===== src/rtl/counter_seq_defs.sv =====
// Shared constants for the counter sequencer: FSM encodings, synchronizer depth
// and the decoded button command bundle.
package counter_seq_defs;

  localparam logic [2:0] ST_IDLE  = 3'd0;
  localparam logic [2:0] ST_RUN   = 3'd1;
  localparam logic [2:0] ST_PAUSE = 3'd2;
  localparam logic [2:0] ST_LOAD  = 3'd3;
  localparam logic [2:0] ST_DONE  = 3'd4;

  localparam int unsigned SYNC_DEPTH = 2;

  typedef struct packed {
    logic load;
    logic stop;
    logic start;
  } cmd_t;

endpackage


===== src/rtl/key_pulse.sv =====
// Active-low push-button synchronizer with falling-edge detection; emits one
// registered pulse per press no matter how long the button is held.
module key_pulse
  import counter_seq_defs::*;
(
  input  logic clk,
  input  logic rst_n,
  input  logic key_n,
  output logic pulse
);

  logic [SYNC_DEPTH-1:0] sync_q;
  logic                  prev_q;

  always_ff @(posedge clk or negedge rst_n) begin
    if (!rst_n) begin
      sync_q <= '1;
      prev_q <= 1'b1;
      pulse  <= 1'b0;
    end else begin
      sync_q <= {sync_q[SYNC_DEPTH-2:0], key_n};
      prev_q <= sync_q[SYNC_DEPTH-1];
      pulse  <= prev_q & ~sync_q[SYNC_DEPTH-1];
    end
  end

endmodule


===== src/rtl/counter_sequencer.sv =====
// Sequences an external up/down counter from board buttons and switches with a
// prescaled count rate and optional stop-at-terminal behaviour.
module counter_sequencer
  import counter_seq_defs::*;
#(
  parameter int unsigned WIDTH    = 8,
  parameter int unsigned PRESCALE = 5000000
) (
  input  logic             CLOCK_50,
  input  logic             Resetn,
  input  logic             start_n,
  input  logic             stop_n,
  input  logic             load_n,
  input  logic [WIDTH-1:0] sw_data,
  input  logic             sw_dir,
  input  logic             sw_mode,
  input  logic [WIDTH-1:0] q,
  output logic             cnt_en,
  output logic             sload,
  output logic [WIDTH-1:0] sdata,
  output logic             updown,
  output logic             running,
  output logic             done
);

  localparam int unsigned     PS_W    = $clog2(PRESCALE);
  localparam logic [PS_W-1:0] PS_LAST = PS_W'(PRESCALE - 1);

  cmd_t            cmd;
  logic [2:0]      state_q, state_d;
  logic [PS_W-1:0] ps_q, ps_d;
  logic            cnt_en_d;
  logic            tick;
  logic            terminal;

  key_pulse u_start (.clk(CLOCK_50), .rst_n(Resetn), .key_n(start_n), .pulse(cmd.start));
  key_pulse u_stop  (.clk(CLOCK_50), .rst_n(Resetn), .key_n(stop_n),  .pulse(cmd.stop));
  key_pulse u_load  (.clk(CLOCK_50), .rst_n(Resetn), .key_n(load_n),  .pulse(cmd.load));

  assign tick     = (ps_q == PS_LAST);
  assign terminal = updown ? (q == {WIDTH{1'b1}}) : (q == '0);

  always_comb begin
    state_d  = state_q;
    ps_d     = ps_q;
    cnt_en_d = 1'b0;
    case (state_q)
      ST_IDLE: begin
        if (cmd.load)       state_d = ST_LOAD;
        else if (cmd.start) state_d = ST_RUN;
      end
      ST_RUN: begin
        if (cmd.load) begin
          state_d = ST_LOAD;
        end else if (cmd.stop) begin
          state_d = ST_PAUSE;
        end else begin
          ps_d = tick ? '0 : ps_q + 1'b1;
          // A terminal tick parks in DONE instead of stepping the counter.
          if (tick) begin
            if (sw_mode && terminal) state_d  = ST_DONE;
            else                     cnt_en_d = 1'b1;
          end
        end
      end
      ST_PAUSE: begin
        if (cmd.load)       state_d = ST_LOAD;
        else if (cmd.start) state_d = ST_RUN;
      end
      ST_LOAD: begin
        state_d = ST_IDLE;
        ps_d    = '0;
      end
      ST_DONE: begin
        if (cmd.load) state_d = ST_LOAD;
      end
      default: begin
        state_d = ST_IDLE;
        ps_d    = '0;
      end
    endcase
  end

  always_ff @(posedge CLOCK_50 or negedge Resetn) begin
    if (!Resetn) begin
      state_q <= ST_IDLE;
      ps_q    <= '0;
      cnt_en  <= 1'b0;
      sload   <= 1'b0;
      sdata   <= '0;
      updown  <= 1'b1;
      running <= 1'b0;
      done    <= 1'b0;
    end else begin
      state_q <= state_d;
      ps_q    <= ps_d;
      cnt_en  <= cnt_en_d;
      sload   <= (state_d == ST_LOAD);
      running <= (state_d == ST_RUN);
      done    <= (state_d == ST_DONE);
      if (state_d == ST_LOAD) sdata  <= sw_data;
      if (state_q != ST_RUN)  updown <= sw_dir;
    end
  end

endmodule


===== config.mk =====
export PLATFORM = sky130hd
export DESIGN_NAME = counter_sequencer
export DESIGN_NICKNAME = d
export VERILOG_FILES = /design/src/rtl/counter_seq_defs.sv /design/src/rtl/key_pulse.sv /design/src/rtl/counter_sequencer.sv
export SDC_FILE = /design/constraint.sdc
export NUM_CORES = 1
export LEC_CHECK = 0
export CAP_MARGIN = 25
export CORE_MARGIN = 2
export CORE_UTILIZATION = 54
export DETAILED_ROUTE_END_ITERATION = 10
export GPL_ROUTABILITY_DRIVEN = 0
export MAX_ROUTING_LAYER = met4
export PLACE_DENSITY_LB_ADDON = 0.3
export SKIP_CTS_REPAIR_TIMING = 1
export SKIP_LAST_GASP = 1
export SYNTH_ARGS = -nofsm -noshare
export SYNTH_HDL_FRONTEND = slang
export SYNTH_SLANG_ARGS = --single-unit

===== constraint.sdc =====
create_clock -name CLOCK_50 -period 2.1 [get_ports CLOCK_50]
set_clock_uncertainty 0.1 [all_clocks]
set_input_delay 0.21 -clock CLOCK_50 [delete_from_list [all_inputs] [get_ports CLOCK_50]]
set_output_delay 0.21 -clock CLOCK_50 [all_outputs]
set_load 0.05 [all_outputs]

======== After elaboration in Yosys (flattened, before gate mapping) ========
Cells that the tools add are included.
storage, ports and cells
  register bits ........................... 51
  word-level logic and storage cells ...... 60
cells by class
  add/subtract/negate cells ............... 1
  equality and inequality tests ........... 11
  multiplexer cells ....................... 18
  bitwise logic cells ..................... 7
  reductions and logical operators ........ 6
operator list
  cell                     count
  $mux W23                 3
  $pmux W23 S2             1
  $add A23 B1 Y23 const B  1
  $eq A23 B23 Y1 const B   1
  $mux W3                  7
  $pmux W3 S3              1
  $eq A8 B8 Y1 const B     1
  $logic_not A8 Y1         1
  $eq A3 B1 Y1 const B     2
  $eq A3 B2 Y1 const B     2
  $eq A3 B3 Y1 const B     2
  $mux W1                  6
  $ne A2 B2 Y1 const B     2
  $not A1 Y1               4
  $and A1 B1 Y1            3
  $logic_not A3 Y1         1
  $ne A3 B1 Y1 const B     1
  $reduce_and A3 Y1        1
  $reduce_or A3 Y1         1
  $reduce_or A2 Y1         1
  $logic_and A1 B1 Y1      1

======== Logic depth before layout (Yosys ltp) ========
Gate-level depths: netlist of the first run.
  depth after elaboration ................. 9
  gate-level depth with buffers ........... 8
  mapped depth without buffers ............ 6

======== By module ========
From an unflattened synthesis of the first run, not the netlist that was laid out.
unflattened totals
  cell total of the unflattened synthesis .. 242
  area, all modules ....................... 2382.3 um2
modules (own cells, without submodules)
  module             instances  cells an instance  area an instance (um2)  seq. area each (um2)
  counter_sequencer  1          227                2029.4                  977.2
  key_pulse          3          5                  117.6                   103.8

======== Worst setup path after synthesis of the first run ========
Ideal clock, no wire load.
  path kind ............................... register to register
  from .................................... register ps_q[5]
  to ...................................... register ps_q[13]
  setup time .............................. 0.118 ns
  data arrival time ....................... 1.609 ns
  data required time ...................... 1.882 ns
  path slack .............................. 0.273 ns
  cell stages (with the launch flop) ...... 8
  buffers on the path ..................... 2
  period minus slack after synthesis ...... 1.827 ns
  cell sequence ........................... dfrtp_1 -> nand4_1 -> or4_4 -> o21ai_2 -> buf_6 -> buf_12 -> o21ai_2 -> a21o_1
on the way
  cells in the longest elaborated chain, start to end .. 5
RTL lines
  element                                            RTL line                                          source
  start, declared                                    counter_sequencer.sv:31                           logic [PS_W-1:0] ps_q, ps_d;
  start signal, assigned                             counter_sequencer.sv:96                           ps_q <= ps_d;
  $add A23 B1 Y23 or $eq A23 B23 Y1 (tied branches)  counter_sequencer.sv:58, counter_sequencer.sv:40
  $mux W23 *                                         counter_sequencer.sv:58                           ps_d = tick ? '0 : ps_q + 1'b1;
  $mux W23 *                                         counter_sequencer.sv:55                           end else if (cmd.stop) begin
  $mux W23 *                                         counter_sequencer.sv:53                           if (cmd.load) begin
  $pmux W23 S2 *                                     counter_sequencer.sv:47                           case (state_q)
Mark *: on every way between the ends. The rest lies on a longest branch, timed or not. The select of a mux whose other input is x is not followed.
A chain may end at the register's enable or synchronous reset.

======== Final worst setup path of the first run ========
  from .................................... register ps_q[0]
  to ...................................... register ps_q[6]
Same word-level chain as after synthesis.

==> results of run 1 <==
[worst max-delay path, delay by kind of cell, from the launching register on]
family,cells,cell delay (ps)
AOI/OAI and AO/OA,2,320
adders and majority gates,1,240
buffers and inverters,1,170
DFF,1,390
and+or+nand+nor,3,670
[registers in the layout, indices dropped and copies added, names as in the netlist, 2 cells and up]
name,flops
u_stop.sync_q,2
u_load.sync_q,2
sdata,8
state_q,3
ps_q,23
u_start.sync_q,2
[final cells by class]
type,count,area (um^2),share of cell area [%]
Clock buffer,5,68.8,2.21
Timing Repair Buffer,60,548,17.6
Clock inverter,3,26.3,0.843
Multi-Input combinational cell,183,1110,35.5
Inverter,3,11.3,0.361
Tap cell,52,65.1,2.09
Sequential cell,51,1290,41.4
[metrics by stage]
step | setup TNS (ps) | util (%) | hold WS, ps | area, um^2 | setup slack (ps)
finish | 0 | 71.1 | 189 | 3120 | 117
global route | -0.523 | 71.1 | 184 | 3120 | -0.523
floorplan | 0 | - | -186 | 2470 | 273
global placement | -140 | 68.6 | 43.8 | 3010 | -97.4
CTS | 0 | 70.7 | -296 | 3100 | 113
detailed placement | -211 | 68.6 | 49.0 | 3010 | -134
[cell usage in the layout, fill, tap and decap left out, types with 2 or more instances in the layout]
| cell | netlist | routed |
|---|---|---|
| and2_1 | 4 | 4 |
| inv_1 | 2 | 2 |
| and4_1 | 2 | 2 |
| o21ai_2 | 5 | 5 |
| buf_4 | 0 | 23 |
| or2_2 | 2 | 2 |
| nor4_1 | 4 | 4 |
| a21oi_1 | 5 | 5 |
| nand3_1 | 8 | 8 |
| dfrtp_1 | 41 | 41 |
| o31ai_1 | 4 | 3 |
| nor4b_1 | 8 | 8 |
| nor4_2 | 2 | 2 |
| or3b_2 | 2 | 2 |
| nor3_1 | 6 | 6 |
| nor2b_1 | 7 | 7 |
| a31oi_1 | 2 | 2 |
| clkdlybuf4s50_1 | 0 | 34 |
| or4_1 | 2 | 2 |
| o21ai_0 | 15 | 15 |
| and3_1 | 9 | 9 |
| nand2_1 | 39 | 39 |
| nor2_1 | 14 | 14 |
| inv_6 | 0 | 2 |
| nand4_1 | 10 | 10 |
| xor2_1 | 3 | 3 |
| clkbuf_8 | 0 | 5 |
| dfstp_2 | 10 | 10 |
| a21o_1 | 8 | 8 |
| a22o_1 | 5 | 5 |
[power by group through the flow]
| stage | registers, mW | logic, mW | clock network [mW] |
|---|---|---|---|
| CTS | 1.18 | 1.21 | 0.610 |
| global route | 1.19 | 1.32 | 0.640 |
| finish | 1.18 | 1.21 | 0.588 |
| detailed placement | 1.20 | 1.21 | 0 |
| floorplan | 1.47 | 0.514 | 0 |
| global placement | 1.19 | 1.18 | 0 |
[layer usage]
layer	share of wire, %	wire [um]	track usage (%)
met5	0	0	-
met4	2.0	108	9.22
met3	7.2	383	5.63
met2	47	2500	36.2
met1	44	2340	30.2
[cells by family after synthesis]
kind of cell    synth area share, %
xor+xnor                       1.07
fa+ha+maj                     0.507
flops                          52.2
simple gates                   27.5
mux                           0.406
compound gates                 15.2
buf+inv                        3.09
[synth_stat cells (2+ instances only)]
cell type  number  share of area (%)
dfrtp_1        41                 42
nand2_1        39                5.9
o21ai_0        15                3.0
nor2_1         14                2.1
dfstp_2        10                 11
nand4_1        10                2.5
and3_1          9                2.3
a21o_1          8                2.4
nand3_1         8                1.6
nor4b_1         8                2.8
nor2b_1         7                1.8
buf_2           6                1.2
nor3_1          6                1.2
a21oi_1         5                1.0
a22o_1          5                1.8
o21ai_2         5                1.8
and2_1          4                1.0
nor4_1          4                1.0
o31ai_1         4                1.2
xor2_1          3                1.1
a31oi_1         2               0.51
and4_1          2               0.71
inv_1           2               0.30
nor4_2          2                1.0
or2_2           2               0.51
or3b_2          2               0.71
or4_1           2               0.61
[final timing paths]
check                            startpoint               end  slack [ps]  depth (start not counted)
max in group asynchronous            Resetn    u_start.prev_q        1030                          3
hold reg to reg            u_load.sync_q[0]  u_load.sync_q[1]         260                          0
setup / recovery                    ps_q[0]           ps_q[6]         120                          7
setup reg to reg                    ps_q[0]           ps_q[6]         120                          7
hold / removal                       stop_n  u_stop.sync_q[0]         190                          1
min in group asynchronous            Resetn          ps_q[16]         240                          2
==> run summary, run 1 <==
status - finished, final reports clean
DIE HEIGHT - 71.6 um
top_reg_cell synth - dfrtp_1
Final Setup Violations - 0
vias in the first global route - 2056
Syn Nets - 270
critical path class - flip-flop to flip-flop
asr flop ratio synth - 100%
layout cells sized above 1 - 19.0%
Slew @ Worst Pin - 508 ps
# fillers - 345
Post-Place Cells - 348
Worst Setup End Kind - flip-flop
Max Slew Vio Count - 0
initial drt markers - 223
P&R area growth vs syn - 26.3%
average size of a mapped cell - 10.0 um^2
largest net degree at the start of global routing - 19
Yosys reg bits - 51
hpwl dp - 3.98 mm
Clock Power Share - 19.8%
gr usage total - 23.5%
Hold Path Class - input pin to flip-flop
first-pass GRT wire length - 9.16 mm
Max Cap Viol - 0
TritonCTS clock tree - yes
CTS H-Tree Depth - 2
PD cells - 956 mW/mm^2
Psw - 1.17 mW
CTS sink cnt - 51
LEAKAGE - 1.42 nW
Routed Antenna Nets - 0
Clock Root Buffer - clkbuf_8
Power Total - 2.98 mW
CTS max path bufs - 2
final std cells w/o fill - 357
Post-synth EDFFs - 0
die width - 71.6 um
internal power - 1.81 mW
switch share - 39.3%
post-route clock period utilization - 94.4%
crit path launch type - flip-flop
CP max-delay cell - dfrtp_1
DR vias/cell - 6.01
core area - 0.00438 mm^2
Antenna diodes - 0
Final Hold Viols - 0
combinational power share - 40.7%
DRT Pass-1 Iters - 5
cells after synthesis - 246
CP required - 2210 ps
clock-pin slew on the worst setup and hold paths - 90 ps
CTS buffer count - 5
clock insertion delay at the later pin of the skew report - 310 ps
FMAX - 0.504 GHz
Routed WL per cell - 14.9 um
slew margin rel. - 66.0%
row cnt - 24
die area - 0.00513 mm^2
Initial Utilization - 56.3%
Min Clock Period, post-route - 1980 ps
final WL - 5.33 mm
via count - 2146
gr ovfl total - 0
Final #Nets - 328
DR DRC count - 0
worst vdd ir - 0.000521 V
highest cell delay on the worst timing path - 390 ps
Yosys cell types - 48
Yosys Warn Count - 0
Mapped Area - 0.00247 mm^2
# IOs - 36
Seq/Total Area, Yosys - 52.2%
CP Cell Sequence - ha_1 > and3_1 > nand4_1 > o21ai_2 > buf_12 > or2_2 > o41ai_1
PortBufs - 35
CP Max Fanout - 11
register share of total power - 39.5%
WP data arrival - 2090 ps
initial antenna violation count - 0
(Power assumes the default switching activity.)
==> run 2: changes to the inputs <==
Settings changed: SKIP_CTS_REPAIR_TIMING 1 to unset.
==> results of run 2 <==
Same layout as run 1: the final DEF is identical, and so are final timing and power.
Among the figures that moved: wire length of the first global-routing pass 9160 um -> 9190 um; via count of the first global-routing pass 2056 -> 2068; overall routing resource usage 23.5% -> 23.6%; met2 usage 36.2% -> 36.4%
